[src/rtl/mem_access_if.sv]
// mem_access_if: groups the CPU request/response handshake and the data-memory
// word port of mem_access_unit into one bundle.
// Modports: slave = the load/store unit, master = the CPU/memory side driving it.
interface mem_access_if;
  // CPU request channel
  logic        req_valid;
  logic        req_ready;
  logic        req_we;
  logic [1:0]  req_size;
  logic        req_unsigned;
  logic [31:0] req_addr;
  logic [31:0] req_wdata;
  // CPU response channel
  logic        resp_valid;
  logic [31:0] resp_rdata;
  logic        resp_fault;
  // Word-wide data memory port
  logic [31:0] mem_addr;
  logic [31:0] mem_wd;
  logic        mem_we;
  logic [31:0] mem_rd;

  modport slave (
    input  req_valid, req_we, req_size, req_unsigned, req_addr, req_wdata, mem_rd,
    output req_ready, resp_valid, resp_rdata, resp_fault, mem_addr, mem_wd, mem_we
  );

  modport master (
    output req_valid, req_we, req_size, req_unsigned, req_addr, req_wdata, mem_rd,
    input  req_ready, resp_valid, resp_rdata, resp_fault, mem_addr, mem_wd, mem_we
  );
endinterface

[src/rtl/mem_access_unit.sv]
// mem_access_unit: load/store front-end between the CPU datapath and word-wide data memory.
// Ports: clk, rst (async active-high), bus (mem_access_if.slave: request, response, memory port).
// Latency from accept edge to resp_valid: fault 1, load/word store 2, byte/half store 3; one request in flight.
module mem_access_unit #(
  parameter int unsigned MEM_WORDS = 16000
) (
  input  logic         clk,
  input  logic         rst,
  mem_access_if.slave  bus
);

  localparam logic [31:0] ADDR_LIMIT = 32'(4 * MEM_WORDS);

  localparam logic [2:0] IDLE   = 3'd0;
  localparam logic [2:0] LOAD   = 3'd1;
  localparam logic [2:0] WRITE  = 3'd2;
  localparam logic [2:0] RMW_RD = 3'd3;
  localparam logic [2:0] RMW_WR = 3'd4;
  localparam logic [2:0] RESP   = 3'd5;

  logic [2:0]  state_q, state_d;
  logic [31:0] addr_q;
  logic [1:0]  size_q;
  logic        we_q;
  logic        unsigned_q;
  logic [31:0] wdata_q;
  logic [31:0] merged_q;
  logic [31:0] rdata_q;
  logic        fault_q;

  logic        accept;
  logic        req_fault;
  logic [4:0]  lane_shift;
  logic [31:0] lane;
  logic [31:0] load_ext;
  logic [31:0] merged_d;

  assign accept = bus.req_valid && (state_q == IDLE);

  // Fault decision uses the live request so the fault path can skip memory entirely.
  always_comb begin
    req_fault = 1'b0;
    if (bus.req_size == 2'b11) req_fault = 1'b1;
    if (bus.req_size == 2'b01 && bus.req_addr[0]) req_fault = 1'b1;
    if (bus.req_size == 2'b10 && bus.req_addr[1:0] != 2'b00) req_fault = 1'b1;
    if (bus.req_addr >= ADDR_LIMIT) req_fault = 1'b1;
  end

  // Little-endian lane select: byte k lives in bits [8k+7:8k].
  assign lane_shift = {addr_q[1:0], 3'b000};
  assign lane       = bus.mem_rd >> lane_shift;

  always_comb begin
    load_ext = lane;
    case (size_q)
      2'b00:   load_ext = unsigned_q ? {24'd0, lane[7:0]}   : {{24{lane[7]}}, lane[7:0]};
      2'b01:   load_ext = unsigned_q ? {16'd0, lane[15:0]}  : {{16{lane[15]}}, lane[15:0]};
      default: load_ext = lane;
    endcase
  end

  // Sub-word store: overwrite only the addressed lane of the word just read.
  always_comb begin
    merged_d = bus.mem_rd;
    if (size_q == 2'b00) merged_d[lane_shift +: 8] = wdata_q[7:0];
    else                 merged_d[{addr_q[1], 4'b0000} +: 16] = wdata_q[15:0];
  end

  always_comb begin
    state_d = state_q;
    case (state_q)
      IDLE: begin
        if (accept) begin
          if (req_fault)                  state_d = RESP;
          else if (!bus.req_we)           state_d = LOAD;
          else if (bus.req_size == 2'b10) state_d = WRITE;
          else                            state_d = RMW_RD;
        end
      end
      LOAD:    state_d = RESP;
      WRITE:   state_d = RESP;
      RMW_RD:  state_d = RMW_WR;
      RMW_WR:  state_d = RESP;
      RESP:    state_d = IDLE;
      default: state_d = IDLE;
    endcase
  end

  // Response registers change only on entry to RESP, so they hold between responses.
  always_ff @(posedge clk or posedge rst) begin
    if (rst) begin
      state_q    <= IDLE;
      addr_q     <= '0;
      size_q     <= '0;
      we_q       <= 1'b0;
      unsigned_q <= 1'b0;
      wdata_q    <= '0;
      merged_q   <= '0;
      rdata_q    <= '0;
      fault_q    <= 1'b0;
    end else begin
      state_q <= state_d;
      if (accept) begin
        addr_q     <= bus.req_addr;
        size_q     <= bus.req_size;
        we_q       <= bus.req_we;
        unsigned_q <= bus.req_unsigned;
        wdata_q    <= bus.req_wdata;
        if (req_fault) begin
          rdata_q <= '0;
          fault_q <= 1'b1;
        end
      end
      case (state_q)
        LOAD: begin
          rdata_q <= load_ext;
          fault_q <= 1'b0;
        end
        RMW_RD: merged_q <= merged_d;
        WRITE, RMW_WR: begin
          rdata_q <= '0;
          fault_q <= 1'b0;
        end
        default: ;
      endcase
    end
  end

  assign bus.req_ready  = (state_q == IDLE);
  assign bus.resp_valid = (state_q == RESP);
  assign bus.resp_rdata = rdata_q;
  assign bus.resp_fault = fault_q;
  assign bus.mem_addr   = {addr_q[31:2], 2'b00};
  // Write strobe decoded from the registered state only; async reset drops it at once.
  assign bus.mem_we     = (state_q == WRITE) || (state_q == RMW_WR);
  assign bus.mem_wd     = (state_q == WRITE)  ? wdata_q  :
                          (state_q == RMW_WR) ? merged_q : 32'd0;

  // we_q is kept for debug visibility of the accepted request.
  logic unused_we;
  assign unused_we = we_q;

endmodule
[src/flat_wrapper.sv]
// flat-port wrapper written by rule: the top's interface ports become plain ports
module mem_access_unit_flat 
#(
  parameter int unsigned MEM_WORDS = 16000
)
  (clk, rst, bus_req_valid, bus_req_we, bus_req_size, bus_req_unsigned, bus_req_addr, bus_req_wdata, bus_mem_rd, bus_req_ready, bus_resp_valid, bus_resp_rdata, bus_resp_fault, bus_mem_addr, bus_mem_wd, bus_mem_we);
  mem_access_if bus_i ();
  input  logic clk;
  input  logic rst;
  input wire logic [$bits(bus_i.req_valid)-1:0] bus_req_valid;
  input wire logic [$bits(bus_i.req_we)-1:0] bus_req_we;
  input wire logic [$bits(bus_i.req_size)-1:0] bus_req_size;
  input wire logic [$bits(bus_i.req_unsigned)-1:0] bus_req_unsigned;
  input wire logic [$bits(bus_i.req_addr)-1:0] bus_req_addr;
  input wire logic [$bits(bus_i.req_wdata)-1:0] bus_req_wdata;
  input wire logic [$bits(bus_i.mem_rd)-1:0] bus_mem_rd;
  output wire logic [$bits(bus_i.req_ready)-1:0] bus_req_ready;
  output wire logic [$bits(bus_i.resp_valid)-1:0] bus_resp_valid;
  output wire logic [$bits(bus_i.resp_rdata)-1:0] bus_resp_rdata;
  output wire logic [$bits(bus_i.resp_fault)-1:0] bus_resp_fault;
  output wire logic [$bits(bus_i.mem_addr)-1:0] bus_mem_addr;
  output wire logic [$bits(bus_i.mem_wd)-1:0] bus_mem_wd;
  output wire logic [$bits(bus_i.mem_we)-1:0] bus_mem_we;
  assign bus_i.req_valid = bus_req_valid;
  assign bus_i.req_we = bus_req_we;
  assign bus_i.req_size = bus_req_size;
  assign bus_i.req_unsigned = bus_req_unsigned;
  assign bus_i.req_addr = bus_req_addr;
  assign bus_i.req_wdata = bus_req_wdata;
  assign bus_i.mem_rd = bus_mem_rd;
  assign bus_req_ready = bus_i.req_ready;
  assign bus_resp_valid = bus_i.resp_valid;
  assign bus_resp_rdata = bus_i.resp_rdata;
  assign bus_resp_fault = bus_i.resp_fault;
  assign bus_mem_addr = bus_i.mem_addr;
  assign bus_mem_wd = bus_i.mem_wd;
  assign bus_mem_we = bus_i.mem_we;
  mem_access_unit #(.MEM_WORDS(MEM_WORDS)) u_core (.clk(clk), .rst(rst), .bus(bus_i));
endmodule
[config.mk]
export PLATFORM = sky130hd
export DESIGN_NAME = mem_access_unit_flat
export DESIGN_NICKNAME = d
export VERILOG_FILES = /design/src/rtl/mem_access_if.sv /design/src/rtl/mem_access_unit.sv /design/src/flat_wrapper.sv
export SDC_FILE = /design/constraint.sdc
export NUM_CORES = 1
export LEC_CHECK = 0
export ABC_CLOCK_PERIOD_IN_PS = 5600
export CAP_MARGIN = 30
export CELL_PAD_IN_SITES_DETAIL_PLACEMENT = 1
export CELL_PAD_IN_SITES_GLOBAL_PLACEMENT = 1
export CORE_MARGIN = 5
export CORE_UTILIZATION = 37
export CTS_CLUSTER_DIAMETER = 60
export DETAILED_ROUTE_END_ITERATION = 10
export PLACE_DENSITY_LB_ADDON = 0.1
export SLEW_MARGIN = 20
export SYNTH_ARGS = -nofsm -noshare
export SYNTH_HDL_FRONTEND = slang
export SYNTH_SLANG_ARGS = --single-unit
[constraint.sdc]
create_clock -name clk -period 5.6 [get_ports clk]
set_input_delay 1.68 -clock clk [delete_from_list [all_inputs] [get_ports clk]]
set_output_delay 1.68 -clock clk [all_outputs]
set_load 0.02 [all_outputs]
Word-level counts from Yosys, hierarchy flattened
Cells that the tools add are included.
W data, S select, Z words.
{ "classes": {"add_sub_neg": 2, "multipliers": 0, "div_mod_pow": 0, "magnitude_cmp": 1, "eq_ne": 10, "shift": 5, "mux": 23, "bitwise": 0, "n_reduce_logical": 15} }
{ "ops": {"columns": ["operator", "n"], "rows": [
  ["$mux W32", 7],
  ["$pmux W32 S2", 2],
  ["$bwmux W32", 2],
  ["$ge A32 B16 Y1 const B", 1],
  ["$shift A16 B7 Y32 const A", 1],
  ["$shift A8 B7 Y32 const A", 1],
  ["$shiftx A16 B7 Y32", 1],
  ["$shiftx A8 B7 Y32", 1],
  ["$shr A32 B5 Y32", 1],
  ["$neg A5 Y7", 2],
  ["$mux W3", 3],
  ["$pmux W3 S3", 1],
  ["$mux W1", 8],
  ["$eq A3 B2 Y1 const B", 2],
  ["$eq A3 B3 Y1 const B", 2],
  ["$reduce_bool A2 Y1", 3],
  ["$reduce_bool A3 Y1", 2],
  ["$eq A2 B1 Y1 const B", 2],
  ["$eq A2 B2 Y1 const B", 2],
  ["$reduce_and A2 Y1", 2],
  ["$eq A3 B1 Y1 const B", 1],
  ["$logic_and A1 B1 Y1", 3],
  ["$logic_not A3 Y1", 1],
  ["$reduce_or A3 Y1", 1],
  ["4 further kinds", 4]
]} }
{ "word_totals": {"regBits": 135, "latchBits": 0, "mem_bits_rw": 0, "mem_bits_ro": 0, "wordCells": 64, "memories": 0} }

Depth between registers and ports, before layout
Gate-level depths: netlist of the first run.
{ "logic_depth": {"word_depth": 8, "mapped_depth": 10, "depth_no_buf": 6} }

Least setup slack after synthesis of the first run
Ideal clock, no wire load.
{ "synth_timing": {"path_kind": "flip-flop to output port", "from": "register u_core.state_q[2]", "to": "output bus_mem_wd[21]", "t_arrival_ns": 1.512, "t_required_ns": 3.920, "path_slack_ns": 2.408, "path_stages_with_launch": 5, "path_cell_list": "dfrtp_1 buf_2 nor3b_1 clkbuf_1 a22o_1"} }
{ "synth_between": {"elab_chain_len": 3, "word_cells_on_any_way": 4, "classes_between": "2 x eq/ne; 2 x mux"} }
{ "synth_rtl": {"columns": ["item", "line", "source"], "rows": [
  ["start, declared", "mem_access_unit.sv:21", "logic [2:0] state_q, state_d;"],
  ["start signal, assigned", "mem_access_unit.sv:102", "state_q <= state_d;"],
  ["$eq A3 B3 Y1", "mem_access_unit.sv:137", "(state_q == RMW_WR) ? merged_q : 32'd0;"],
  ["$mux W32", "mem_access_unit.sv:137", null],
  ["$mux W32 (*)", "mem_access_unit.sv:136", "assign bus.mem_wd = (state_q == WRITE) ? wdata_q :"],
  ["end, declared", "flat_wrapper.sv:22", "output wire logic [$bits(bus_i.mem_wd)-1:0] bus_mem_wd;"]
]} }
Mark *: on every way between the ends. The rest lies on a longest branch, timed or not.

Final worst setup path of the first run
{ "layout_timing": {"from": "register u_core.state_q[1]", "to": "output bus_mem_wd[4]"} }
Same word-level chain as after synthesis.

==> summary.txt, run 1 <==
Via density - 5.43
Final period util - 73.9%
Setup Fix Bufs, Post-CTS - 0
row count - 50
post-CTS resize count - 0
share of the synthesized area in the top cell type - 48.1%
mapped cell area - 7030 sq um
DR vias - 5727
Top FF cell, synth - dfrtp_1
Fin. Hold Viols - 0
PortBufs - 200
Combinational Power Share - 51.0%
Final TNS setup - 0 ps
CTS sink count - 135
Mapped Cells - 651
RSZ-0062 raised after global routing - false
PwrDens - 565 nW/um^2
sequential group share of total power - 30.1%
CP max FO - 32
CP Class - flip-flop to primary output
Root Buffer - clkbuf_16
Pwr Total - 0.00539 W
sequential-to-total area share from yosys stat - 48.1%
ratio of cells with drive above 1 in the final layout - 16.7%
FFs w/ async S/R, synth - 100%
Initial Util - 37.6%
vias in the first global route - 6314
count leader, synth - dfrtp_1
Hold Crit Class - flip-flop to flip-flop
Detailed Routing Iterations Pass 1 - 4
Post-DRT Antenna Nets - 0
clock transition at the registers of the reported paths - 60 ps
ant diodes - 0
hold-fix buffers at CTS - 0
num ports - 203
CP required - 3920 ps
endpoints failing setup - 0
Synth area leader - dfrtp_1
Synth Register Bits - 135
fin nets - 915
status - finished, final reports clean
Final Util - 51.0%
Die H - 148 um
FMAX - 242 MHz
Leak - 4.02 nW
Worst setup EP type - primary output
TritonCTS clock tree - yes
Worst-Skew Late Latency - 420 ps
initial antenna violation count - 0
area grow syn2layout - 35.7%
DIE WIDTH - 148 um
number of distinct library cells after synthesis - 46
max_cap viols - 0
die area - 21900 sq um
H-tree levels - 4
Final Wtd Congestion - 0.888
Syn. warnings - 0
startpoint types - flip-flop
Switch Pwr - 0.00221 W
top post-synthesis cells by area - dfrtp_1 48%, mux2_2 13%, a22o_1 6.0%
EDFF count, synth - 0
fin crit period - 4140 ps
Min Hold Slack - 483 ps
gr usage total - 21.3%
syn avg cell area - 10.8 sq um
largest net degree at the start of global routing - 105
DRC - 0
Worst Path Arrival - 2460 ps
Worst slew margin - 42.6%
max-slew violation count - 0
GRT Residual Overflow - 0
Power Internal - 0.00318 W
sw frac - 41.0%
clock share of power - 18.9%
worst slew pin tran - 849 ps
WL per Instance - 21.9 um
final WL - 23100 um
Worst Clk Skew - 7.06 ps
drt initial violations - 376
CTS Buf Count - 17
CORE AREA - 18700 sq um
clk buf depth - 2
VDD IR max - 0.253 mV
Post-synth top cells - 135 x dfrtp_1, 79 x mux2_2, 71 x nand2_1, 48 x a22o_1
first-pass GRT wire length - 36300 um
DP Wirelength - 17100 um
-- cell families (layout without fill, tap and decap cells) --
group | Yosys count | in the layout | synth area share (%)
buffers and inverters | 91 | 259 | 7.56
muxes | 107 | 107 | 16.6
adders and majority gates | 5 | 5 | 0.890
DFF | 135 | 135 | 48.1
and+or+nand+nor | 133 | 133 | 8.69
AOI/OAI and AO/OA | 177 | 177 | 17.9
xor gates and xnor gates | 2 | 2 | 0.249
other | 1 | 2 | 0.0533
-- critical path: stages, from the launching register on --
cell,delay (ps)
dfrtp_1,580
nor3b_2,230
buf_4,360
a22o_1,230
clkdlybuf4s50_1,620
-- cell usage in the layout, fill, tap and decap left out, types with 2 or more instances in the layout --
cell type,Yosys,routed
a22oi_1,16,16
xor2_1,2,2
mux2i_1,28,28
nand3_1,2,2
conb_1,1,2
clkinvlp_4,0,6
buf_8,0,2
nor2_1,30,30
o22ai_2,2,2
o22ai_1,16,16
o31ai_1,2,2
nand2_1,71,71
nand3b_1,3,3
a21oi_1,26,26
buf_4,35,10
o21ai_0,35,35
nand4_1,3,3
a22o_1,48,48
o21a_1,2,2
mux2_2,79,79
dfrtp_1,135,135
nor3b_2,1,3
nand2b_1,2,2
clkbuf_16,0,17
nor4_1,4,4
a221oi_1,7,7
inv_1,14,13
clkinv_2,0,4
o21ai_1,2,2
a21oi_2,2,2
o221ai_1,16,16
ha_1,5,5
clkinv_4,0,4
inv_6,0,2
clkdlybuf4s50_1,0,200
nor3_1,3,3
-- power by group through the flow --
stage	Combinational, W	Sequential, W	Clock, W
2_1_floorplan	0.00181	0.00158	0
3_3_place_gp	0.00266	0.00163	0
3_5_place_dp	0.00277	0.00163	0
4_1_cts	0.00278	0.00162	0.00104
5_1_grt	0.00295	0.00166	0.00108
6_report	0.00275	0.00162	0.00102
-- layout make-up --
| type | instances | area (sq um) |
|---|---|---|
| inverters | 14 | 57.6 |
| fillers | 2008 | 9170 |
| clock buffers | 17 | 425 |
| well taps | 234 | 293 |
| clock inverters | 15 | 109 |
| flip-flops and latches | 135 | 3380 |
| repair buffers | 213 | 2130 |
| multi-input cells | 426 | 3140 |
-- sequential cells by signal, summed over array words and instances (netlist names) --
name and count:
u_core.addr_q 32, u_core.bus.resp_fault 1, u_core.bus.resp_rdata 32, u_core.merged_q 32, u_core.size_q 2, u_core.state_q 3, u_core.unsigned_q 1, u_core.wdata_q 32
-- through the flow --
step / worst slack (ps) / cell area [sq um] / instances
after floorplan: 309 / 7030 / 652
after global placement: 1880 / 8940 / 1019
after detailed placement: 1780 / 8960 / 1020
after CTS: 1420 / 9500 / 1052
after global routing: 1340 / 9540 / 1054
final: 1460 / 9540 / 1054
-- per-layer routing --
metal  up-vias  track usage (%)  part of all wire, %
li1       2662                -                    -
met1      2865             27.5                   44
met2       178             35.5                   49
met3        22             6.35                  6.6
met4         0             4.62                  1.2
met5         -                0                    0
-- path summary, 6_finish.rpt --
check                                         start                   to  slack [ps]  cells past startpoint
min in group asynchronous                       rst   u_core.wdata_q[22]        1670                      2
max in group asynchronous                       rst    u_core.addr_q[17]        3260                      3
worst min register to register  u_core.merged_q[15]  u_core.merged_q[15]         480                      2
worst max register to register     u_core.addr_q[1]  u_core.merged_q[26]        2520                      7
worst max-delay path              u_core.state_q[1]        bus_mem_wd[4]        1460                      4
worst min-delay path            u_core.merged_q[15]  u_core.merged_q[15]         480                      2
(Power assumes the default switching activity.)
==> run 2: changes to the inputs <==
ABC_CLOCK_PERIOD_IN_PS = 3800   (was 5600)
CORE_UTILIZATION = 33   (was 37)
clock period = 3.8 ns   (was 5.6 ns; I/O delays follow)
==> summary.txt, run 2 (synthesis gave the netlist of run 1 again) <==
post-CTS resize count - 0 (unchanged)
Switch Pwr - 0.00323 W (was 0.00221 W)
Pwr Total - 0.00804 W (was 0.00539 W)
DR vias - 5764 (was 5727)
min-delay src - u_core.merged_q[10] (was u_core.merged_q[15])
gr usage total - 19.4% (was 21.3%)
first-pass GRT wire length - 36500 um (was 36300 um)
Hold Crit Class - flip-flop to flip-flop (unchanged)
Worst-Skew Late Latency - 420 ps (about the same)
Initial Util - 33.4% (was 37.6%)
WL per Instance - 21.7 um (was 21.9 um)
initial antenna violation count - 0 (unchanged)
DP Wirelength - 17900 um (was 17100 um)
largest net degree at the start of global routing - 65 (was 105)
CP required - 2660 ps (was 3920 ps)
row count - 53 (was 50)
CP max FO - 32 (unchanged)
fin nets - 919 (was 915)
reg2reg start - u_core.addr_q[0] (was u_core.addr_q[1])
Root Buffer - clkbuf_16 (unchanged)
Worst Path Arrival - 2510 ps (was 2460 ps)
clk buf depth - 2 (unchanged)
Post-DRT Antenna Nets - 0 (unchanged)
DIE WIDTH - 156 um (was 148 um)
max_cap viols - 0 (unchanged)
Layout Cells excl Fill - 1099 (was 1054)
CTS Buf Count - 17 (unchanged)
ant diodes - 0 (unchanged)
Worst setup EP type - primary output (unchanged)
# placed instances - 1067 (was 1020)
RSZ-0062 raised after global routing - false (unchanged)
area grow syn2layout - 37.0% (was 35.7%)
CP Class - flip-flop to primary output (unchanged)
startpoint types - flip-flop (unchanged)
hold-fix buffers at CTS - 0 (unchanged)
endpoints failing setup - 0 (unchanged)
sw frac - 40.2% (was 41.0%)
Fin. Hold Viols - 0 (unchanged)
most frequent cells in the layout - 200 x clkdlybuf4s50_1, 135 x dfrtp_1, 79 x mux2_2 (unchanged)
VDD IR max - 0.400 mV (was 0.253 mV)
Power Internal - 0.00481 W (was 0.00318 W)
Final period util - 96.1%
clock share of power - 19.5% (was 18.9%)
commonest non-fill, non-tap cell in the layout - clkdlybuf4s50_1 (unchanged)
Leak - 4.05 nW (was 4.02 nW)
drt initial violations - 313 (was 376)
CORE AREA - 21000 sq um (was 18700 sq um)
vias in the first global route - 6285 (was 6314)
Setup Fix Bufs, Post-CTS - 0 (unchanged)
fin crit period - 3650 ps
H-tree levels - 4 (unchanged)
Worst slew margin - 39.0% (was 42.6%)
num ports - 203 (unchanged)
status - finished, final reports clean (unchanged)
Critical Path Source - u_core.state_q[1] (unchanged)
ratio of cells with drive above 1 in the final layout - 16.5% (was 16.7%)
PwrDens - 834 nW/um^2 (was 565 nW/um^2)
Combinational Power Share - 50.9% (was 51.0%)
GRT Residual Overflow - 0 (unchanged)
placed instance area - 9080 sq um (was 8960 sq um)
PortBufs - 200 (unchanged)
worst slew pin tran - 890 ps (was 849 ps)
CTS sink count - 135 (unchanged)
Die H - 156 um (was 148 um)
Worst Clk Skew - 13.7 ps (was 7.06 ps)
die area - 24300 sq um (was 21900 sq um)
DRC - 0 (unchanged)
TritonCTS clock tree - yes (unchanged)
Final Wtd Congestion - 0.819 (was 0.888)
sequential group share of total power - 29.6% (was 30.1%)
Detailed Routing Iterations Pass 1 - 5 (was 4)
Via density - 5.24 (was 5.43)
Final TNS setup - 0 ps (unchanged)
final WL - 23800 um (was 23100 um)
max-slew violation count - 0 (unchanged)
clock transition at the registers of the reported paths - 60 ps (about the same)
FMAX - 274 MHz
Layout Cell Area excl Fill - 9630 sq um (was 9540 sq um)
## run 2: cell count changes in the layout (fill, tap and decap cells not counted), sizes merged
cell / change
clkinvlp: -2
buf: +4
inv: -2
clkinv: -4
clkbuf: +7
bufinv: +1
## run 2: worst max-delay path: stages (launching register included)
cell and delay (ps):
dfrtp_1 590, nor3b_2 260, buf_4 380, a22o_1 230, clkdlybuf4s50_1 620
## run 2: final timing paths
| path | to | slack (ps) | cells past startpoint |
|---|---|---|---|
| setup / recovery | bus_mem_wd[10] | 150 | 4 |
| hold / removal | u_core.merged_q[10] | 490 | 2 |
| setup reg to reg | u_core.merged_q[16] | 1110 | 6 |
| hold reg to reg | u_core.merged_q[10] | 490 | 2 |
| max in group asynchronous | u_core.bus.resp_rdata[22] | 1940 | 3 |
| min in group asynchronous | u_core.wdata_q[29] | 1120 | 2 |
## run 2: routing by layer
| layer | share of wire, % | GRT usage (%) | vias to the layer above |
|---|---|---|---|
| met5 | 0 | 0 | - |
| met4 | 1.5 | 4.84 | 0 |
| met3 | 6.3 | 6.19 | 21 |
| met2 | 51 | 33.5 | 170 |
| met1 | 41 | 23.5 | 2903 |
| li1 | - | - | 2670 |
## run 2: power by group through the flow
stage	clock network [W]	registers, W	logic, W
2_1_floorplan	0	0.00233	0.00267
3_3_place_gp	0	0.00238	0.00401
3_5_place_dp	0	0.00240	0.00412
4_1_cts	0.00160	0.00238	0.00414
5_1_grt	0.00166	0.00244	0.00437
6_report	0.00157	0.00238	0.00409
## run 2: cell type report
type	count	area (sq um)
Clock buffer	24	482
Clock inverter	8	72.6
Fill cell	2279	11400
Inverter	14	56.3
Multi-Input combinational cell	426	3140
Sequential cell	135	3380
Tap cell	275	344
Timing Repair Buffer	217	2160
## run 2: per-stage QoR
stage                     hold slack, ps  worst slack (ps)  util [%]
after floorplan                      451               981         -
after global placement               467               320      43.1
after detailed placement             476               410      43.2
after CTS                            489              85.9      45.8
after global routing                 513              25.5      45.8
final                                485               150      45.8
